## src/rtl/ex_mdu_stage_if.sv

```systemverilog
// ex_mdu_stage_if
//   Bundles the EX-stage handshake, operand, control and result signals of
//   ex_mdu_stage so the stage connects to the pipeline through one port.
//   master : the pipeline side (drives instruction fields, reads results)
//   slave  : the EX stage itself (reads instruction fields, drives results)
//   Stage inputs : in_valid, readd1, readd2, Forward_A, Forward_B, WBData,
//                  Address, SignExtendOut, ALUSrc, RegDst, RegDst1, RegDst2,
//                  ALUop, funct, PCnext
//   Stage outputs: Stall, out_valid, ALUResult, data2, WriteReg, Zero, ALUR, HI
interface ex_mdu_stage_if #(
  parameter int DATA_WIDTH    = 8,
  parameter int REG_DIR_WIDTH = 3,
  parameter int PC_WIDTH      = 6
);
  logic                     in_valid;
  logic                     Stall;
  logic [DATA_WIDTH-1:0]    readd1;
  logic [DATA_WIDTH-1:0]    readd2;
  logic [1:0]               Forward_A;
  logic [1:0]               Forward_B;
  logic [DATA_WIDTH-1:0]    WBData;
  logic [DATA_WIDTH-1:0]    Address;
  logic [DATA_WIDTH-1:0]    SignExtendOut;
  logic                     ALUSrc;
  logic                     RegDst;
  logic [REG_DIR_WIDTH-1:0] RegDst1;
  logic [REG_DIR_WIDTH-1:0] RegDst2;
  logic [1:0]               ALUop;
  logic [5:0]               funct;
  logic [PC_WIDTH-1:0]      PCnext;
  logic                     out_valid;
  logic [DATA_WIDTH-1:0]    ALUResult;
  logic [DATA_WIDTH-1:0]    data2;
  logic [REG_DIR_WIDTH-1:0] WriteReg;
  logic                     Zero;
  logic [PC_WIDTH-1:0]      ALUR;
  logic [DATA_WIDTH-1:0]    HI;

  modport master (
    output in_valid, readd1, readd2, Forward_A, Forward_B, WBData, Address,
           SignExtendOut, ALUSrc, RegDst, RegDst1, RegDst2, ALUop, funct, PCnext,
    input  Stall, out_valid, ALUResult, data2, WriteReg, Zero, ALUR, HI
  );

  modport slave (
    input  in_valid, readd1, readd2, Forward_A, Forward_B, WBData, Address,
           SignExtendOut, ALUSrc, RegDst, RegDst1, RegDst2, ALUop, funct, PCnext,
    output Stall, out_valid, ALUResult, data2, WriteReg, Zero, ALUR, HI
  );
endinterface

```

## src/rtl/ex_mdu_stage.sv

```systemverilog
// ex_mdu_stage
//   Execute stage with operand forwarding, a single-cycle ALU and an iterative
//   unsigned multiply/divide unit (one shift-add or restoring-subtract step per
//   cycle). Single-cycle ops retire one edge after acceptance; mult/div stall
//   the pipeline for DATA_WIDTH+1 cycles and retire from the DONE state.
//   clk  : sole clock, rising edge
//   rst  : synchronous active-high reset
//   bus  : ex_mdu_stage_if.slave (instruction fields in, Stall and EX/MEM
//          register outputs out)
module ex_mdu_stage #(
  parameter int DATA_WIDTH    = 8,
  parameter int REG_DIR_WIDTH = 3,
  parameter int PC_WIDTH      = 6
) (
  input  logic          clk,
  input  logic          rst,
  ex_mdu_stage_if.slave bus
);
  localparam int W  = DATA_WIDTH;
  localparam int CW = $clog2(DATA_WIDTH + 1);

  typedef enum logic [1:0] {IDLE, BUSY, DONE} state_t;

  state_t state, state_n;

  logic [W-1:0]             fwd_a, fwd_b, opb, alu_res;
  logic                     slt;
  logic                     is_muldiv;
  logic [REG_DIR_WIDTH-1:0] wr_sel;
  logic [PC_WIDTH+W-1:0]    alur_full;
  logic [PC_WIDTH-1:0]      alur_sum;

  // Iterative unit: acc_hi is the upper accumulator (product high / partial
  // remainder), lo_r the multiplier / dividend being shifted through and
  // finally the product low half / quotient. m_r holds multiplicand/divisor.
  logic [W-1:0]             acc_hi, lo_r, m_r;
  logic                     op_div;
  logic [CW-1:0]            cnt;
  logic [REG_DIR_WIDTH-1:0] held_wr;
  logic [PC_WIDTH-1:0]      held_alur;
  logic [W-1:0]             held_d2;

  logic [W:0]               m_sum;
  logic [W:0]               shifted;
  logic                     div_ge;
  logic [W-1:0]             rem_sub;
  logic [W-1:0]             step_hi, step_lo;

  // Operand forwarding; select 3 bypasses the stage's own registered result.
  always_comb begin
    unique case (bus.Forward_A)
      2'd0:    fwd_a = bus.readd1;
      2'd1:    fwd_a = bus.WBData;
      2'd2:    fwd_a = bus.Address;
      default: fwd_a = bus.ALUResult;
    endcase
    unique case (bus.Forward_B)
      2'd0:    fwd_b = bus.readd2;
      2'd1:    fwd_b = bus.WBData;
      2'd2:    fwd_b = bus.Address;
      default: fwd_b = bus.ALUResult;
    endcase
  end

  assign opb       = bus.ALUSrc ? bus.SignExtendOut : fwd_b;
  assign wr_sel    = bus.RegDst ? bus.RegDst1 : bus.RegDst2;
  assign slt       = $signed(fwd_a) < $signed(opb);
  assign is_muldiv = (bus.ALUop == 2'b10) &&
                     ((bus.funct == 6'h18) || (bus.funct == 6'h1A));
  assign alur_full = {{W{1'b0}}, bus.PCnext} + {{PC_WIDTH{1'b0}}, bus.SignExtendOut};
  assign alur_sum  = alur_full[PC_WIDTH-1:0];

  always_comb begin
    alu_res = '0;
    unique case (bus.ALUop)
      2'b00: alu_res = fwd_a + opb;
      2'b01: alu_res = fwd_a - opb;
      2'b11: alu_res = fwd_a | opb;
      default: begin
        case (bus.funct)
          6'h20:   alu_res = fwd_a + opb;
          6'h22:   alu_res = fwd_a - opb;
          6'h24:   alu_res = fwd_a & opb;
          6'h25:   alu_res = fwd_a | opb;
          6'h2A:   alu_res = {{(W-1){1'b0}}, slt};
          6'h10:   alu_res = bus.HI;
          default: alu_res = '0;
        endcase
      end
    endcase
  end

  // One mult or div iteration.
  // Mult: conditionally add multiplicand to the high half, then shift the
  // {carry, hi, lo} chain right by one.
  // Div: shift {rem, dividend} left by one and subtract the divisor when it
  // fits. Remainder and failed trials always stay below 2^W, so the subtract
  // is done modulo 2^W. A zero divisor always "fits", which yields an
  // all-ones quotient and the dividend as remainder with no special case.
  assign m_sum   = {1'b0, acc_hi} + (lo_r[0] ? {1'b0, m_r} : '0);
  assign shifted = {acc_hi, lo_r[W-1]};
  assign div_ge  = shifted >= {1'b0, m_r};
  assign rem_sub = shifted[W-1:0] - m_r;

  always_comb begin
    if (op_div) begin
      step_hi = div_ge ? rem_sub : shifted[W-1:0];
      step_lo = {lo_r[W-2:0], div_ge};
    end else begin
      step_hi = m_sum[W:1];
      step_lo = {m_sum[0], lo_r[W-1:1]};
    end
  end

  always_ff @(posedge clk) begin
    if (rst) state <= IDLE;
    else     state <= state_n;
  end

  always_comb begin
    state_n   = state;
    bus.Stall = 1'b0;
    unique case (state)
      IDLE: begin
        if (bus.in_valid && is_muldiv) begin
          bus.Stall = 1'b1;
          state_n   = BUSY;
        end
      end
      BUSY: begin
        bus.Stall = 1'b1;
        if (cnt == CW'(1)) state_n = DONE;
      end
      DONE:    state_n = IDLE;
      default: state_n = IDLE;
    endcase
  end

  always_ff @(posedge clk) begin
    if (rst) begin
      bus.out_valid <= 1'b0;
      bus.ALUResult <= '0;
      bus.data2     <= '0;
      bus.WriteReg  <= '0;
      bus.Zero      <= 1'b0;
      bus.ALUR      <= '0;
      bus.HI        <= '0;
      acc_hi        <= '0;
      lo_r          <= '0;
      m_r           <= '0;
      op_div        <= 1'b0;
      cnt           <= '0;
      held_wr       <= '0;
      held_alur     <= '0;
      held_d2       <= '0;
    end else begin
      unique case (state)
        IDLE: begin
          if (bus.in_valid && is_muldiv) begin
            bus.out_valid <= 1'b0;
            op_div        <= (bus.funct == 6'h1A);
            lo_r          <= fwd_a;
            m_r           <= opb;
            acc_hi        <= '0;
            cnt           <= CW'(W);
            held_wr       <= wr_sel;
            held_alur     <= alur_sum;
            held_d2       <= fwd_b;
          end else if (bus.in_valid) begin
            bus.out_valid <= 1'b1;
            bus.ALUResult <= alu_res;
            bus.Zero      <= (alu_res == '0);
            bus.data2     <= fwd_b;
            bus.WriteReg  <= wr_sel;
            bus.ALUR      <= alur_sum;
          end else begin
            bus.out_valid <= 1'b0;
          end
        end
        BUSY: begin
          acc_hi <= step_hi;
          lo_r   <= step_lo;
          cnt    <= cnt - CW'(1);
        end
        DONE: begin
          // Product and quotient both end in lo_r; high half and remainder in acc_hi.
          bus.out_valid <= 1'b1;
          bus.ALUResult <= lo_r;
          bus.Zero      <= (lo_r == '0);
          bus.HI        <= acc_hi;
          bus.data2     <= held_d2;
          bus.WriteReg  <= held_wr;
          bus.ALUR      <= held_alur;
        end
        default: bus.out_valid <= 1'b0;
      endcase
    end
  end
endmodule
```

## src/flat_wrapper.sv

```systemverilog
// flat-port wrapper written by rule: the top's interface ports become plain ports
module ex_mdu_stage_flat 
#(
  parameter int DATA_WIDTH    = 8,
  parameter int REG_DIR_WIDTH = 3,
  parameter int PC_WIDTH      = 6
)
  (clk, rst, bus_in_valid, bus_readd1, bus_readd2, bus_Forward_A, bus_Forward_B, bus_WBData, bus_Address, bus_SignExtendOut, bus_ALUSrc, bus_RegDst, bus_RegDst1, bus_RegDst2, bus_ALUop, bus_funct, bus_PCnext, bus_Stall, bus_out_valid, bus_ALUResult, bus_data2, bus_WriteReg, bus_Zero, bus_ALUR, bus_HI);
  ex_mdu_stage_if #(.DATA_WIDTH(DATA_WIDTH), .REG_DIR_WIDTH(REG_DIR_WIDTH), .PC_WIDTH(PC_WIDTH)) bus_i ();
  input  logic clk;
  input  logic rst;
  input wire logic [$bits(bus_i.in_valid)-1:0] bus_in_valid;
  input wire logic [$bits(bus_i.readd1)-1:0] bus_readd1;
  input wire logic [$bits(bus_i.readd2)-1:0] bus_readd2;
  input wire logic [$bits(bus_i.Forward_A)-1:0] bus_Forward_A;
  input wire logic [$bits(bus_i.Forward_B)-1:0] bus_Forward_B;
  input wire logic [$bits(bus_i.WBData)-1:0] bus_WBData;
  input wire logic [$bits(bus_i.Address)-1:0] bus_Address;
  input wire logic [$bits(bus_i.SignExtendOut)-1:0] bus_SignExtendOut;
  input wire logic [$bits(bus_i.ALUSrc)-1:0] bus_ALUSrc;
  input wire logic [$bits(bus_i.RegDst)-1:0] bus_RegDst;
  input wire logic [$bits(bus_i.RegDst1)-1:0] bus_RegDst1;
  input wire logic [$bits(bus_i.RegDst2)-1:0] bus_RegDst2;
  input wire logic [$bits(bus_i.ALUop)-1:0] bus_ALUop;
  input wire logic [$bits(bus_i.funct)-1:0] bus_funct;
  input wire logic [$bits(bus_i.PCnext)-1:0] bus_PCnext;
  output wire logic [$bits(bus_i.Stall)-1:0] bus_Stall;
  output wire logic [$bits(bus_i.out_valid)-1:0] bus_out_valid;
  output wire logic [$bits(bus_i.ALUResult)-1:0] bus_ALUResult;
  output wire logic [$bits(bus_i.data2)-1:0] bus_data2;
  output wire logic [$bits(bus_i.WriteReg)-1:0] bus_WriteReg;
  output wire logic [$bits(bus_i.Zero)-1:0] bus_Zero;
  output wire logic [$bits(bus_i.ALUR)-1:0] bus_ALUR;
  output wire logic [$bits(bus_i.HI)-1:0] bus_HI;
  assign bus_i.in_valid = bus_in_valid;
  assign bus_i.readd1 = bus_readd1;
  assign bus_i.readd2 = bus_readd2;
  assign bus_i.Forward_A = bus_Forward_A;
  assign bus_i.Forward_B = bus_Forward_B;
  assign bus_i.WBData = bus_WBData;
  assign bus_i.Address = bus_Address;
  assign bus_i.SignExtendOut = bus_SignExtendOut;
  assign bus_i.ALUSrc = bus_ALUSrc;
  assign bus_i.RegDst = bus_RegDst;
  assign bus_i.RegDst1 = bus_RegDst1;
  assign bus_i.RegDst2 = bus_RegDst2;
  assign bus_i.ALUop = bus_ALUop;
  assign bus_i.funct = bus_funct;
  assign bus_i.PCnext = bus_PCnext;
  assign bus_Stall = bus_i.Stall;
  assign bus_out_valid = bus_i.out_valid;
  assign bus_ALUResult = bus_i.ALUResult;
  assign bus_data2 = bus_i.data2;
  assign bus_WriteReg = bus_i.WriteReg;
  assign bus_Zero = bus_i.Zero;
  assign bus_ALUR = bus_i.ALUR;
  assign bus_HI = bus_i.HI;
  ex_mdu_stage #(.DATA_WIDTH(DATA_WIDTH), .REG_DIR_WIDTH(REG_DIR_WIDTH), .PC_WIDTH(PC_WIDTH)) u_core (.clk(clk), .rst(rst), .bus(bus_i));
endmodule
```

## config.mk

```make
export PLATFORM = sky130hd
export DESIGN_NAME = ex_mdu_stage_flat
export DESIGN_NICKNAME = d
export VERILOG_FILES = /design/src/rtl/ex_mdu_stage_if.sv /design/src/rtl/ex_mdu_stage.sv /design/src/flat_wrapper.sv
export SDC_FILE = /design/constraint.sdc
export NUM_CORES = 1
export LEC_CHECK = 0
export BUFFER_PORTS_ARGS = -buffer_cell sky130_fd_sc_hd__buf_2
export CAP_MARGIN = 0
export CORE_ASPECT_RATIO = 1.1
export CORE_UTILIZATION = 50
export CTS_CLUSTER_DIAMETER = 120
export DETAILED_ROUTE_END_ITERATION = 7
export PLACE_DENSITY_LB_ADDON = 0.2
export REMOVE_ABC_BUFFERS = 1
export SETUP_SLACK_MARGIN = 0.02
export SYNTH_ARGS = -nofsm -noshare
export SYNTH_HDL_FRONTEND = slang
export SYNTH_SLANG_ARGS = --single-unit
```

## constraint.sdc

```tcl
create_clock -name clk -period 8.7 [get_ports clk]
set_clock_uncertainty 0.1 [all_clocks]
set_input_delay 0.87 -clock clk [delete_from_list [all_inputs] [get_ports clk]]
set_output_delay 0.87 -clock clk [all_outputs]
set_load 0.01 [all_outputs]
```

==> impl_metrics.ini, run 1 <==
[synth]
ys_ff_latch = 83
netlist_area_sq_um = 6150
synth_top_cell_area_share_pct = 27.0
yosysTopAreaCell = dfxtp_1
yosysWarnings = 0
syn_inst = 728
avgSynthCellArea_sq_um = 8.45
synth_edf_count = 0
async_flop_share_pct = 0
ys_seq_area_share_pct = 27.0
synth_ff_type = dfxtp_1
synth_area_leaders = dfxtp_1, ha_1, mux4_2
synth_cell_types = 73

[route]
finalWirelength_microns = 19200
via_per_inst = 6.20
num_vias = 5943
wl_per_cell_microns = 20.0
drc_errors = 0
dr.pass1.iters = 6
antenna_left = 0
drtIter0Drc = 675

[final_layout]
final_util_pct = 57.9
antenna_cells = 0
layout.nets = 921
area_growth_pct = 13.4
fin_area_sq_um = 6970
stdcell_count = 959
num-fill-cells = 1090
drive_gt1_share_pct = 20.0

[power_and_ir_drop]
power_w = 0.00106
power_frac_seq_pct = 37.8
clkPwrFrac_pct = 35.0
p_int_w = 0.000719
max-vdd-ir-drop_uv = 111
leakage_nw = 2.99
comb_power_share_pct = 27.2
p_sw_w = 0.000341
power_density_nw_per_um2 = 152
swShare_pct = 32.2

[worst_setup_path]
reg2reg_slack_ns = 4.89
required_ns = 8.88
path_buf_inv = 2
crit_type = input port to flop
crit_path_end_kind = flop
cp.arrival_ns = 4.51
r2r_end = u_core.bus.Zero$_SDFFE_PP0P_
reg2reg_depth = 12
start_kind = input port
cp_max_fo = 8
slowest_delay_ns = 0.59
critPathSlowestCell = mux4_2
worstPathCellList = buf_2, mux4_2, mux2i_1, inv_1, fa_1, nand3b_1, nand2_2, a31o_1, o221ai_1, a221oi_2, o221ai_1, or3_1, o21ai_1
cpMostUsedCell = o221ai_1
cp_top_family = multiplexers
r2r-start = u_core.bus.ALUResult[1]$_SDFFE_PP0P_

[worst_hold_path]
hp-start = u_core.held_alur[3]$_SDFFE_PP0P_
hold_path_class = flop to flop
whs_endpoint = u_core.held_alur[3]$_SDFFE_PP0P_
min_path_cells = 2

[global_routing]
grt_pass1_wl_microns = 30100
track_usage_pct = 30.9
gr-total-overflow = 0
antenna_found_initial = 0
grt_pass1_vias = 5675
grt_max_degree = 83

[timing]
grt_setup_unrepaired = false
fmax_mhz = 231
final_hold_viol_count = 0
slew_viol_final = 0
min_period_ns = 4.33
relSlewSlack_pct = 15.5
finalCritPeriodShare_pct = 49.7
setup_viol = 0
setup_tns_ns = 0
worstMarginPinSlew_ns = 1.27

[clocking]
cts_setup_buffers = 0
cts_sinks = 83
path_clk_slew_ns = 0.07
ctsHtreeMaxLevel = 3
numCtsBuffers = 9
cts_tree = done
cts_resized = 0
hold_buffers = 0
cts-root-buf = clkbuf_16
clock_latency_ns = 0.35
clockBufferDepth = 2

[run]
cap_violations = 0

[placement]
post-dp-hpwl_microns = 14300
routabilityCongestion = 0.919
place_inst = 943
io_buffers = 104
place_area_sq_um = 6680

[floorplanning]
rows = 42
num_io_pins = 105
die_y_microns = 118
start_util_pct = 51.1
die_x_microns = 108
die-area_sq_um = 12700
core_sq_um = 12000

[status]
status = finished clean
-- layer usage --
layer,vias to the layer above,wire length [microns],global-route usage [%]
met5,-,0,0
met3,43,1330,3.20
met4,0,665,14.1
li1,2803,-,-
met1,2845,7750,40.3
met2,252,9440,51.1
-- power groups by stage --
stage               clock, W  combinational [W]  sequential [W]
global route        0.000392           0.000314        0.000402
global placement           0           0.000282        0.000408
finish              0.000371           0.000289        0.000400
floorplan                  0           0.000186        0.000411
CTS                 0.000376           0.000286        0.000400
detailed placement         0           0.000285        0.000409
-- cell usage in the layout (no fill, tap or decap), types with 5 or more instances in the layout --
| cell type | instances |
|---|---|
| and2_1 | 10 |
| a222oi_1 | 22 |
| nand2b_1 | 9 |
| nand3_1 | 7 |
| a221oi_1 | 9 |
| nor3b_1 | 5 |
| a21o_1 | 12 |
| clkbuf_16 | 9 |
| nor2_1 | 87 |
| a211oi_1 | 19 |
| inv_1 | 49 |
| mux2i_1 | 29 |
| nand2_1 | 64 |
| buf_2 | 104 |
| dfxtp_1 | 83 |
| buf_4 | 5 |
| a31oi_1 | 5 |
| ha_1 | 47 |
| o21ai_0 | 12 |
| xnor2_1 | 17 |
| nand3b_1 | 5 |
| o221ai_1 | 9 |
| nor2b_1 | 6 |
| a21oi_1 | 59 |
| fa_1 | 5 |
| nor3_1 | 13 |
| xor2_1 | 7 |
| mux4_2 | 16 |
-- Yosys cell counts, drive strengths merged (7+ instances only) --
cell and number:
nor2 88, dfxtp 83, nand2 65, a21oi 60
inv 49, ha 47, clkbuf 35, mux2i 29
a222oi 22, a211oi 20, xnor2 17, mux4 16
o21ai 14, buf 13, nor3 13, a21o 12
a221oi 11, and2 10, nand2b 9, o221ai 9
nor2b 8, nand3 7, xor2 7
-- worst min-delay path, cell delays in order, from the launching register on --
cell and delay [ns]:
dfxtp_1 0.31, nand2_1 0.05, a21oi_1 0.05
-- area by class of cell --
| cell class | count | area (sq um) | share of cell area, % |
|---|---|---|---|
| clock buffers | 10 | 239 | 3.43 |
| clock inverters | 6 | 48.8 | 0.700 |
| inverters | 49 | 184 | 2.64 |
| multi-input cells | 548 | 4090 | 58.6 |
| flip-flops and latches | 83 | 1660 | 23.8 |
| well taps | 154 | 193 | 2.76 |
| repair buffers | 109 | 558 | 8.00 |
-- per-stage QoR --
stage | hold slack [ns] | setup slack [ns]
3_3_place_gp | 0.342 | 4.18
3_5_place_dp | 0.347 | 4.05
4_1_cts | 0.356 | 4.39
2_1_floorplan | 0.330 | 4.11
5_1_grt | 0.380 | 4.18
6_report | 0.357 | 4.37
-- registers in the layout (all words and copies together) (netlist names) --
register              count
u_core.acc_hi             8
u_core.bus.ALUR           6
u_core.bus.ALUResult      8
u_core.bus.HI             8
u_core.bus.WriteReg       3
u_core.bus.Zero           1
u_core.bus.data2          8
u_core.bus.out_valid      1
u_core.cnt                4
u_core.held_alur          6
u_core.held_d2            8
u_core.held_wr            3
u_core.lo_r               8
u_core.m_r                8
u_core.op_div             1
u_core.state              2
-- kinds of logic after synthesis --
| logic type | count (synthesis) | synth area share [%] |
|---|---|---|
| AO/OA/AOI/OAI | 195 | 23.1 |
| XOR/XNOR | 24 | 3.42 |
| adder cells (fa/ha/maj) | 52 | 11.2 |
| buffers and inverters | 97 | 6.65 |
| flip-flops | 83 | 27.0 |
| multiplexers | 47 | 10.9 |
| AND/OR/NAND/NOR | 230 | 17.7 |
-- how the worst max path moves through the flow --
stage / depth (start not counted) / slack, ns / from / to
global placement: 12 / 4.18 / bus_Forward_B[0] / u_core.bus.Zero$_SDFFE_PP0P_
global route: 12 / 4.18 / bus_Forward_B[0] / u_core.bus.Zero$_SDFFE_PP0P_
CTS: 13 / 4.39 / bus_Forward_B[0] / u_core.bus.Zero$_SDFFE_PP0P_
floorplan: 6 / 4.11 / bus_funct[2] / bus_Stall
finish: 13 / 4.37 / bus_Forward_B[0] / u_core.bus.Zero$_SDFFE_PP0P_
detailed placement: 13 / 4.05 / bus_Forward_B[0] / u_core.bus.Zero$_SDFFE_PP0P_
Note: power is estimated with default switching activity, not from simulation.
==> run 2: changes to the inputs <==
ABC_AREA = 1   (was default)
clock period = 3.7 ns   (was 8.7 ns; I/O delays follow)
==> impl_metrics.ini, run 2 <==
[final_layout]
final_common_cell = nand2_1
area_growth_pct = 16.8
antenna_cells = 0
stdcell_count = 1278
num-fill-cells = 1294
drive_gt1_share_pct = 14.6
final_cell_mix = nand2_1, inv_1, buf_2
layout.nets = 1237

[timing]
setup_tns_ns = 0
worstMarginPinSlew_ns = 1.13
min_period_ns = 3.25
setup_viol = 0
final_hold_viol_count = 0
slew_viol_final = 0
grt_setup_unrepaired = false
setup_slack_ns = 0.452
finalCritPeriodShare_pct = 87.8
relSlewSlack_pct = 24.4
fmax_mhz = 308

[clocking]
hold_buffers = 0
clock_latency_ns = 0.35
ctsHtreeMaxLevel = 3
cts_resized = 0
cts_tree = done
numCtsBuffers = 9
cts_setup_buffers = 0
cts-root-buf = clkbuf_16
path_clk_slew_ns = 0.07
clockBufferDepth = 2
cts_sinks = 83

[worst_setup_path]
crit_type = input port to flop
start_kind = input port
worstPathCellList = buf_2, nor2_1, inv_1, o2111ai_1, inv_1, o21ai_0, inv_1, ha_1, inv_1, a21oi_1, nand2_1, nand3_1, nand3_1, nand3_1, nand3_1, a21oi_1, nand3_1, a21oi_1
critPathSlowestCell = ha_1
reg2reg_depth = 18
slowest_delay_ns = 0.46
required_ns = 3.88
cpMostUsedCell = nand3_1
cp.arrival_ns = 3.43
crit_cells = 18
path_buf_inv = 5
cp_max_fo = 11
cp_top_family = compound AO/OA/AOI/OAI gates
crit_path_end_kind = flop

[route]
via_per_inst = 5.57
drc_errors = 0
antenna_left = 0
dr.pass1.iters = 6
finalWirelength_microns = 20400
num_vias = 7124
drtIter0Drc = 740
wl_per_cell_microns = 16.0

[power_and_ir_drop]
swShare_pct = 32.1
p_sw_w = 0.000838
max-vdd-ir-drop_uv = 225
leakage_nw = 3.71
power_frac_seq_pct = 36.0
p_int_w = 0.00177
clkPwrFrac_pct = 38.6
power_density_nw_per_um2 = 348
comb_power_share_pct = 25.4

[synth]
yosysTopAreaCell = dfxtp_1
synth_top_cell_area_share_pct = 25.9
ys_seq_area_share_pct = 25.9
synth.most_common_cell = nand2_1
synth_edf_count = 0
synth_area_leaders = dfxtp_1, nand2_1, ha_1
async_flop_share_pct = 0
synth_cell_types = 47
synth_ff_type = dfxtp_1
ys_ff_latch = 83
avgSynthCellArea_sq_um = 6.35
syn_inst = 1012
synthTopCellsByCount = nand2_1, inv_1, a21oi_1
yosysWarnings = 0
netlist_area_sq_um = 6420

[placement]
post-dp-hpwl_microns = 15600
io_buffers = 104
pre_cts_ws_ns = 0.173
place_inst = 1262
routabilityCongestion = 1.04

[global_routing]
grt_max_degree = 45
gr-total-overflow = 0
antenna_found_initial = 0
grt_pass1_vias = 6412
grt_pass1_wl_microns = 32300
track_usage_pct = 31.4

[floorplanning]
core_sq_um = 12600
num_io_pins = 105
die_y_microns = 121
rows = 43
die_x_microns = 110
die-area_sq_um = 13300
start_util_pct = 51.0

[worst_hold_path]
hold_path_class = input port to flop
min_path_cells = 4

[run]
cap_violations = 0

[status]
status = finished clean
==> run 2: final timing paths <==
check,startpoint,endpoint,slack [ns]
worst max register to register,u_core.bus.ALUResult[0]$_SDFFE_PP0P_,u_core.bus.Zero$_SDFFE_PP0P_,0.56
worst min register to register,u_core.held_wr[0]$_SDFFE_PP0P_,u_core.held_wr[0]$_SDFFE_PP0P_,0.35
worst min-delay path,bus_PCnext[0],u_core.held_alur[0]$_SDFFE_PP0P_,0.32
worst max-delay path,bus_Forward_B[0],u_core.bus.Zero$_SDFFE_PP0P_,0.45
==> run 2: logic make-up (layout without fill, tap and decap cells) <==
kind of cell             count (synthesis)  after routing  share of synthesized area (%)
AO/OA/AOI/OAI                          229            229                           20.3
adder cells (fa/ha/maj)                 52             52                           10.7
buffers and inverters                  187            296                           11.3
flip-flops                              83             83                           25.9
XOR/XNOR                                14             14                           1.91
multiplexers                             3              3                          0.526
AND/OR/NAND/NOR                        444            444                           29.3
==> run 2: tightest hold or removal path: stages <==
cell	delay [ns]
buf_2	0.08
ha_1	0.15
nor2_1	0.05
nor2_1	0.08
==> run 2: power groups by stage <==
| stage | Combinational, W | Sequential (W) | Clock, W |
|---|---|---|---|
| after floorplan | 0.000385 | 0.000965 | 0 |
| after global placement | 0.000647 | 0.000961 | 0 |
| after detailed placement | 0.000645 | 0.000960 | 0 |
| after CTS | 0.000650 | 0.000940 | 0.00102 |
| after global routing | 0.000731 | 0.000943 | 0.00105 |
| final | 0.000662 | 0.000941 | 0.00101 |
==> run 2: per-stage QoR <==
step / cell area [sq um] / util (%) / power [W] / hold slack (ns)
final: 7500 / 59.6 / 0.00261 / 0.325
after global routing: 7500 / 59.6 / 0.00272 / 0.347
after CTS: 7500 / 59.6 / 0.00261 / 0.326
after detailed placement: 7160 / 56.9 / 0.00161 / 0.342
after global placement: 7160 / 56.9 / 0.00161 / 0.337
after floorplan: 6270 / - / 0.00135 / 0.326
==> run 2: area by class of cell <==
type                       instances  area (sq um)  share of cell area (%)
multi-input combinational        742          4040                    53.8
sequential                        83          1660                    22.2
timing repair buffer             128           701                    9.34
inverter                         152           571                    7.61
clock buffer                      10           239                    3.19
tap                              157           196                    2.62
clock inverter                     6          95.1                    1.27
==> run 2: routing by layer <==
| layer | track usage (%) | wire, microns | vias to the layer above |
|---|---|---|---|
| li1 | - | - | 3555 |
| met4 | 13.3 | 685 | 0 |
| met5 | 0 | 0 | - |
| met1 | 41.3 | 8770 | 3227 |
| met3 | 3.87 | 1350 | 48 |
| met2 | 51.2 | 9640 | 294 |
